<file path="src/rtl/fifo_ser_pkg.sv">
// Shared types and helpers for the FIFO read-side serializer.
package fifo_ser_pkg;

    typedef enum logic {
        SER_IDLE,
        SER_SEND
    } ser_state_t;

    // Number of narrow beats per wide word; zero when the output is wider than the input.
    function automatic int ser_ratio(input int in_w, input int out_w);
        return in_w / out_w;
    endfunction

endpackage

</file>
<file path="src/rtl/fifo_rd_serializer.sv">
// Pops wide words from a show-ahead FIFO and streams them out as RATIO narrow
// valid/ready beats, loading the next word on the last beat without a bubble.
module fifo_rd_serializer
    import fifo_ser_pkg::*;
#(
    parameter int IN_WIDTH  = 32,
    parameter int OUT_WIDTH = 8,
    parameter int LSB_FIRST = 1
) (
    input  logic                 clk,
    input  logic                 rstn,
    input  logic                 fifo_valid,
    input  logic [IN_WIDTH-1:0]  fifo_rd_data,
    output logic                 fifo_pop,
    output logic                 out_valid,
    input  logic                 out_ready,
    output logic [OUT_WIDTH-1:0] out_data,
    output logic                 out_last,
    output logic                 busy
);

    localparam int RATIO = ser_ratio(IN_WIDTH, OUT_WIDTH);
    localparam int CNT_W = (RATIO > 1) ? $clog2(RATIO) : 1;
    localparam logic [CNT_W-1:0] LAST_BEAT = CNT_W'(RATIO - 1);

    if (RATIO < 1 || RATIO * OUT_WIDTH != IN_WIDTH) begin : g_bad_ratio
        $error("fifo_rd_serializer: IN_WIDTH must be a multiple of OUT_WIDTH");
    end

    ser_state_t          state_reg;
    logic [CNT_W-1:0]    beat_cnt_reg;
    logic [IN_WIDTH-1:0] shift_reg;
    logic                out_valid_reg;
    logic [IN_WIDTH-1:0] shift_next;

    logic accept;
    logic last_acc;
    logic load;

    assign accept   = out_valid_reg & out_ready;
    assign last_acc = accept & (beat_cnt_reg == LAST_BEAT);
    assign load     = fifo_valid & ((state_reg == SER_IDLE) | last_acc);
    assign fifo_pop = load;

    // The current beat always sits at the emitting end of the shift register.
    if (RATIO == 1) begin : g_single
        assign shift_next = '0;
        assign out_data   = shift_reg;
    end else if (LSB_FIRST != 0) begin : g_lsb
        assign shift_next = {{OUT_WIDTH{1'b0}}, shift_reg[IN_WIDTH-1:OUT_WIDTH]};
        assign out_data   = shift_reg[OUT_WIDTH-1:0];
    end else begin : g_msb
        assign shift_next = {shift_reg[IN_WIDTH-OUT_WIDTH-1:0], {OUT_WIDTH{1'b0}}};
        assign out_data   = shift_reg[IN_WIDTH-1 -: OUT_WIDTH];
    end

    assign out_valid = out_valid_reg;
    assign out_last  = out_valid_reg & (beat_cnt_reg == LAST_BEAT);
    assign busy      = (state_reg != SER_IDLE);

    always_ff @(posedge clk or negedge rstn) begin
        if (!rstn) begin
            state_reg     <= SER_IDLE;
            beat_cnt_reg  <= '0;
            shift_reg     <= '0;
            out_valid_reg <= 1'b0;
        end else begin
            case (state_reg)
                SER_IDLE: begin
                    if (load) begin
                        shift_reg     <= fifo_rd_data;
                        beat_cnt_reg  <= '0;
                        out_valid_reg <= 1'b1;
                        state_reg     <= SER_SEND;
                    end
                end
                SER_SEND: begin
                    if (load) begin
                        // Last beat taken and the next word is waiting: reload in place.
                        shift_reg     <= fifo_rd_data;
                        beat_cnt_reg  <= '0;
                    end else if (last_acc) begin
                        out_valid_reg <= 1'b0;
                        state_reg     <= SER_IDLE;
                    end else if (accept) begin
                        shift_reg     <= shift_next;
                        beat_cnt_reg  <= beat_cnt_reg + CNT_W'(1);
                    end
                end
                default: begin
                    state_reg     <= SER_IDLE;
                    out_valid_reg <= 1'b0;
                end
            endcase
        end
    end

endmodule
</file>
<file path="config.mk">
export PLATFORM = sky130hd
export DESIGN_NAME = fifo_rd_serializer
export DESIGN_NICKNAME = d
export VERILOG_FILES = /design/src/rtl/fifo_ser_pkg.sv /design/src/rtl/fifo_rd_serializer.sv
export SDC_FILE = /design/constraint.sdc
export NUM_CORES = 1
export LEC_CHECK = 0
export CORE_UTILIZATION = 46
export CTS_CLUSTER_DIAMETER = 30
export CTS_CLUSTER_SIZE = 10
export DETAILED_ROUTE_END_ITERATION = 16
export PLACE_DENSITY = 0.76
export SLEW_MARGIN = 5
export SYNTH_ARGS = -nofsm -noshare
export SYNTH_HDL_FRONTEND = slang
export SYNTH_SLANG_ARGS = --single-unit
</file>
<file path="constraint.sdc">
create_clock -name clk -period 2.1 [get_ports clk]
set_input_delay 0.63 -clock clk [delete_from_list [all_inputs] [get_ports clk]]
set_output_delay 0.63 -clock clk [all_outputs]
set_load 0.03 [all_outputs]
</file>
# After elaboration in Yosys (flattened, before gate mapping)
# Index checks and enable logic that the tools add are counted.
# W data, S select, Z words.
[totals]
register_bits = 36
word_cells = 37
output_inout_bits = 12
in_bits = 36
[classes]
bitwise = 6
mux = 18
reduce_logical = 2
add_sub_neg = 1
n_eq_ne = 6
[ops]
columns = ["operator", "n"]
rows = [
  ["$mux W32", 4],
  ["$pmux W32 S2", 1],
  ["$mux W2", 4],
  ["$mux W1", 6],
  ["$reduce_and A3 Y1", 2],
  ["$and A1 B1 Y1", 4],
  ["$ne A2 B2 Y1 const B", 2],
  ["$pmux W1 S2", 2],
  ["$pmux W2 S2", 1],
  ["$ne A3 B2 Y1 const B", 1],
  ["$ne A3 B3 Y1 const B", 1],
  ["$add A2 B1 Y2 const B", 1],
  ["$eq A2 B2 Y1 const B", 1],
  ["$ne A2 B1 Y1 const B", 1],
  ["$not A1 Y1", 1],
  ["$or A1 B1 Y1", 1],
]

# Longest topological paths before layout
[logic_depth]
depth_word = 6
depth_mapped = 7
mapped_depth_nobuf = 5

# Worst setup path before layout
# No wires, ideal clock.
[synth_path]
kind = "register to output"
startpoint = "reg state_reg, in the netlist busy"
endpoint = "out fifo_pop"
path_buffers = 1
setup_slack_ps = 206
arrival_time_ps = 1264
path_stages_with_launch = 5
required_ps = 1470
path_cell_list = "dfrtp_1 -> buf_6 -> nor2b_4 -> o2bb2ai_4 -> nor2_8"
[synth_via]
elab_chain_len = 3
[synth_rtl]
columns = ["element", "line", "rtl"]
rows = [
  ["start: declaration", "fifo_rd_serializer.sv:30", "ser_state_t state_reg;"],
  ["start signal: assignment", "fifo_rd_serializer.sv:63", "state_reg <= SER_IDLE;"],
  ["start signal: assignment", "fifo_rd_serializer.sv:74", "state_reg <= SER_SEND;"],
  ["start signal: assignment", "fifo_rd_serializer.sv:84", "state_reg <= SER_IDLE;"],
  ["$not A1 Y1", "--", ""],
  ["$or A1 B1 Y1", "fifo_rd_serializer.sv:42", "assign load = fifo_valid & ((state_reg == SER_IDLE) | last_acc);"],
  ["$and A1 B1 Y1", "fifo_rd_serializer.sv:42", ""],
  ["end: declaration", "fifo_rd_serializer.sv:14", "output logic fifo_pop,"],
]
# No other way between the ends.

# Worst setup path after layout
[layout_path]
startpoint = "reg beat_cnt_reg[1]"
endpoint = "out fifo_pop"
[layout_via]
elab_chain_len = 4
[layout_rtl]
columns = ["element", "line", "rtl"]
rows = [
  ["start: declaration", "fifo_rd_serializer.sv:31", "logic [CNT_W-1:0] beat_cnt_reg;"],
  ["start signal: assignment", "fifo_rd_serializer.sv:87", "beat_cnt_reg <= beat_cnt_reg + CNT_W'(1);"],
  ["$eq A2 B2 Y1", "fifo_rd_serializer.sv:41", "assign last_acc = accept & (beat_cnt_reg == LAST_BEAT);"],
  ["$and A1 B1 Y1", "fifo_rd_serializer.sv:41", ""],
  ["$or A1 B1 Y1", "fifo_rd_serializer.sv:42", ""],
  ["$and A1 B1 Y1", "fifo_rd_serializer.sv:42", ""],
]
# No other way between the ends.

==> results.py <==
metrics = {
    "run_status": {
        "outcome": "complete, no violations",
    },
    "drt": {
        "drc_marker_count_from_the_first_detailed_route_iteration": 62,
        "drt-vias-per-instance": 5.05,
        "drt.antenna.violating_nets": 0,
        "drc": 0,
        "wl_per_cell_um": 13.2,
        "first_pass_detailed_route_iteration_total": 3,
        "wire_length_reported_by_the_detailed_router_mm": 3.65,
        "via_count": 1398,
    },
    "global_route": {
        "number_of_antenna_violations_at_the_first_check_in_global_routing": 0,
        "pin_count_of_the_biggest_net_entering_global_routing": 37,
        "global_route_wire_length_before_repair_mm": 6.10,
        "grt_overflow_total": 0,
        "grt_usage_pct": 19.0,
        "grt_pass1_vias": 1389,
    },
    "floorplanning": {
        "top_level_ports": 48,
        "starting_density_of_the_core_pct": 49.2,
        "die_h_um": 65.3,
        "placementRows": 22,
        "die_width_um": 65.3,
        "fp.coreArea_mm2": 0.00374,
        "design.die.area_mm2": 0.00426,
    },
    "worst_hold_path": {
        "min-delay-path-class": "in -> async",
    },
    "critical_path": {
        "worst_r2r_path_depth": 7,
        "critical_path.max_fanout": 4,
        "timing.reg2reg.setup_slack_ns": 0.38,
        "timing.critical_path.buf_inv": 2,
        "critical_path.reg2reg.endpoint": "shift_reg[23]$_DFFE_PN0P_",
        "critical-path-top-cell-by-count": "buf_6",
        "reg2reg_from": "beat_cnt_reg[1]$_DFFE_PN0P_",
        "worst_setup_path_end_kind": "primary output",
        "critical-path-top-delay-family": "flip-flops",
        "path_cells": "ha_4 > buf_6 > nor2b_4 > o2bb2ai_4 > nor2_8 > buf_6",
        "critical_path_class": "reg -> out",
        "critical_path.slowest_cell": "dfrtp_1",
        "critPathLaunchType": "register",
        "critical_path.max_stage_delay_ns": 0.41,
        "arrival_ns": 1.46,
        "worst_ep_required_time_ns": 1.47,
    },
    "logic_synthesis": {
        "synth_warn": 0,
        "syn-cell-area_mm2": 0.00184,
        "ys_types": 21,
        "syn-num-nets": 217,
        "async_flop_share_pct": 100,
        "synth_largest_type_area_fraction_pct": 48.9,
        "synth_seq_cells": 36,
        "synth.avg_cell_area_um2": 10.2,
        "synth-main-ff-cell": "dfrtp_1",
        "synth-edff-count": 0,
        "synth.top_cells.by_area": "dfrtp_1 (49%), a21oi_2 (13%), nand2_1 (6.1%)",
        "synth_seq_area_share_pct": 48.9,
        "synthesis.instances": 180,
        "post-synth-top-area-cell": "dfrtp_1",
    },
    "timing": {
        "finalHoldWorstSlack_ns": 0.375,
        "tightest_slew_ns": 0.457,
        "setup-violations-final": 0,
        "final_critical_path_setup_slack_ns": 0.00666,
        "slew_viol_final": 0,
        "timing.final.crit_period_ns": 2.09,
        "post-route-period-util_pct": 99.7,
        "maxClockFrequency_ghz": 0.478,
        "rsz0062_at_grt": "yes",
        "relSlewSlack_pct": 69.5,
        "finalClockSkew_ns": 0.00321,
        "report.final.hold_viol_count": 0,
    },
    "place": {
        "place.detailed.hpwl_mm": 2.53,
        "place_worst_setup_slack_ns": -0.281,
        "place_area_mm2": 0.00230,
        "place.gp.congestion": 0.761,
        "place.port_buffers": 47,
    },
    "final_layout": {
        "final_design_area_no_fill_mm2": 0.00243,
        "diodes": 0,
        "filler_cell_count": 325,
        "syn2layout_area_growth_pct": 31.8,
        "final_layout_size_suffix_gt1_share_pct": 24.9,
        "largest_reg_flops": 32,
        "fin_nets": 265,
    },
    "pwr": {
        "power.leakage_nw": 1.01,
        "max-vdd-ir-drop_uv": 463,
        "p_per_area_mw_per_mm2": 1010,
    },
    "clock_network": {
        "post_cts_hold_buffer_count": 0,
        "path_clk_slew_ns": 0.07,
        "numCtsBuffers": 5,
        "tritoncts_clock_tree": "built",
        "cts.htree.levels": 2,
        "clkSinkCount": 36,
        "cts_buffer_depth": 2,
        "clkLatencyLatePin_ns": 0.29,
        "cts-root-buf": "clkbuf_8",
    },
    "run": {
        "maxCapViolCount": 0,
    },
}
logic make-up (layout without fill, tap and decap cells):
kind of cell | Yosys count | after routing | synth area share [%]
compound gates | 61 | 61 | 26.4
flops | 36 | 36 | 48.9
simple gates | 63 | 63 | 15.4
buf+inv | 19 | 68 | 8.62
fa+ha+maj | 1 | 1 | 0.679
worst max path at each step:
stage	start	slack, ns	cells past startpoint	to
finish	beat_cnt_reg[1]$_DFFE_PN0P_	0.007	6	fifo_pop
global route	beat_cnt_reg[0]$_DFFE_PN0P_	-0.04	6	fifo_pop
CTS	beat_cnt_reg[0]$_DFFE_PN0P_	-0.05	6	fifo_pop
detailed placement	out_ready	-0.28	5	fifo_pop
global placement	out_ready	-0.24	5	fifo_pop
floorplan	busy$_DFF_PN0_	0.21	4	fifo_pop
routing by layer:
metal / up-vias / GRT usage, % / part of all wire, %
li1: 696 / - / -
met1: 654 / 22.6 / 45
met2: 40 / 31.6 / 47
met3: 8 / 6.08 / 5.9
met4: 0 / 7.88 / 1.8
met5: - / 0 / 0
Yosys cell counts (2+ instances only):
cell and instances:
a22o_1 8, buf_6 7, nor2_1 25, buf_4 8, nand3_1 2, dfrtp_1 36
a21oi_2 28, nand2_1 30, a21oi_1 21, buf_2 4
worst register-to-register path, cell delays in order, from the launching register on:
cell and delay, ns:
dfrtp_1 0.40, ha_4 0.18, buf_6 0.10, nor2b_4 0.04
o2bb2ai_4 0.19, buf_4 0.44, a21oi_1 0.09, a21oi_1 0.21
area by class of cell:
class	instances	area, um^2	share of cell area [%]
Timing Repair Buffer	60	581	23.9
Sequential cell	36	901	37.1
Tap cell	48	60.1	2.47
Clock buffer	8	90.1	3.71
Multi-Input combinational cell	125	798	32.9
where the power goes:
part	total, W	switching (W)	internal, W
clock	0.000495	0.000228	0.000267
sequential	0.00115	0.000181	0.000965
combinational	0.000802	0.000390	0.000412
timing repair:
action,4_1_cts,5_1_grt
gates resized for setup,8,2
buffers inserted,0,2
pin swaps,4,0
endpoints found under the setup margin,2,2
metrics by stage:
step | TNS (ns) | std cells | power (W) | util [%]
final | 0 | 277 | 0.00244 | 64.9
after global routing | -0.0425 | 277 | 0.00260 | 64.9
after CTS | -0.0471 | 275 | 0.00245 | 64.4
after detailed placement | -2.66 | 267 | 0.00192 | 61.5
after global placement | -1.33 | 267 | 0.00187 | 61.5
after floorplan | 0 | 180 | 0.00170 | -
cell usage in the layout (no fill, tap or decap), types with 2 or more instances in the layout:
cell	Yosys	final
nor2_1	25	25
dfrtp_1	36	36
a21oi_2	28	28
buf_4	8	11
buf_6	7	2
clkbuf_1	0	2
dlygate4sd2_1	0	2
clkbuf_8	0	6
nand3_1	2	2
clkdlybuf4s50_1	0	41
a21oi_1	21	21
nand2_1	30	29
a22o_1	8	8
Power figures use the tool's default switching activity.
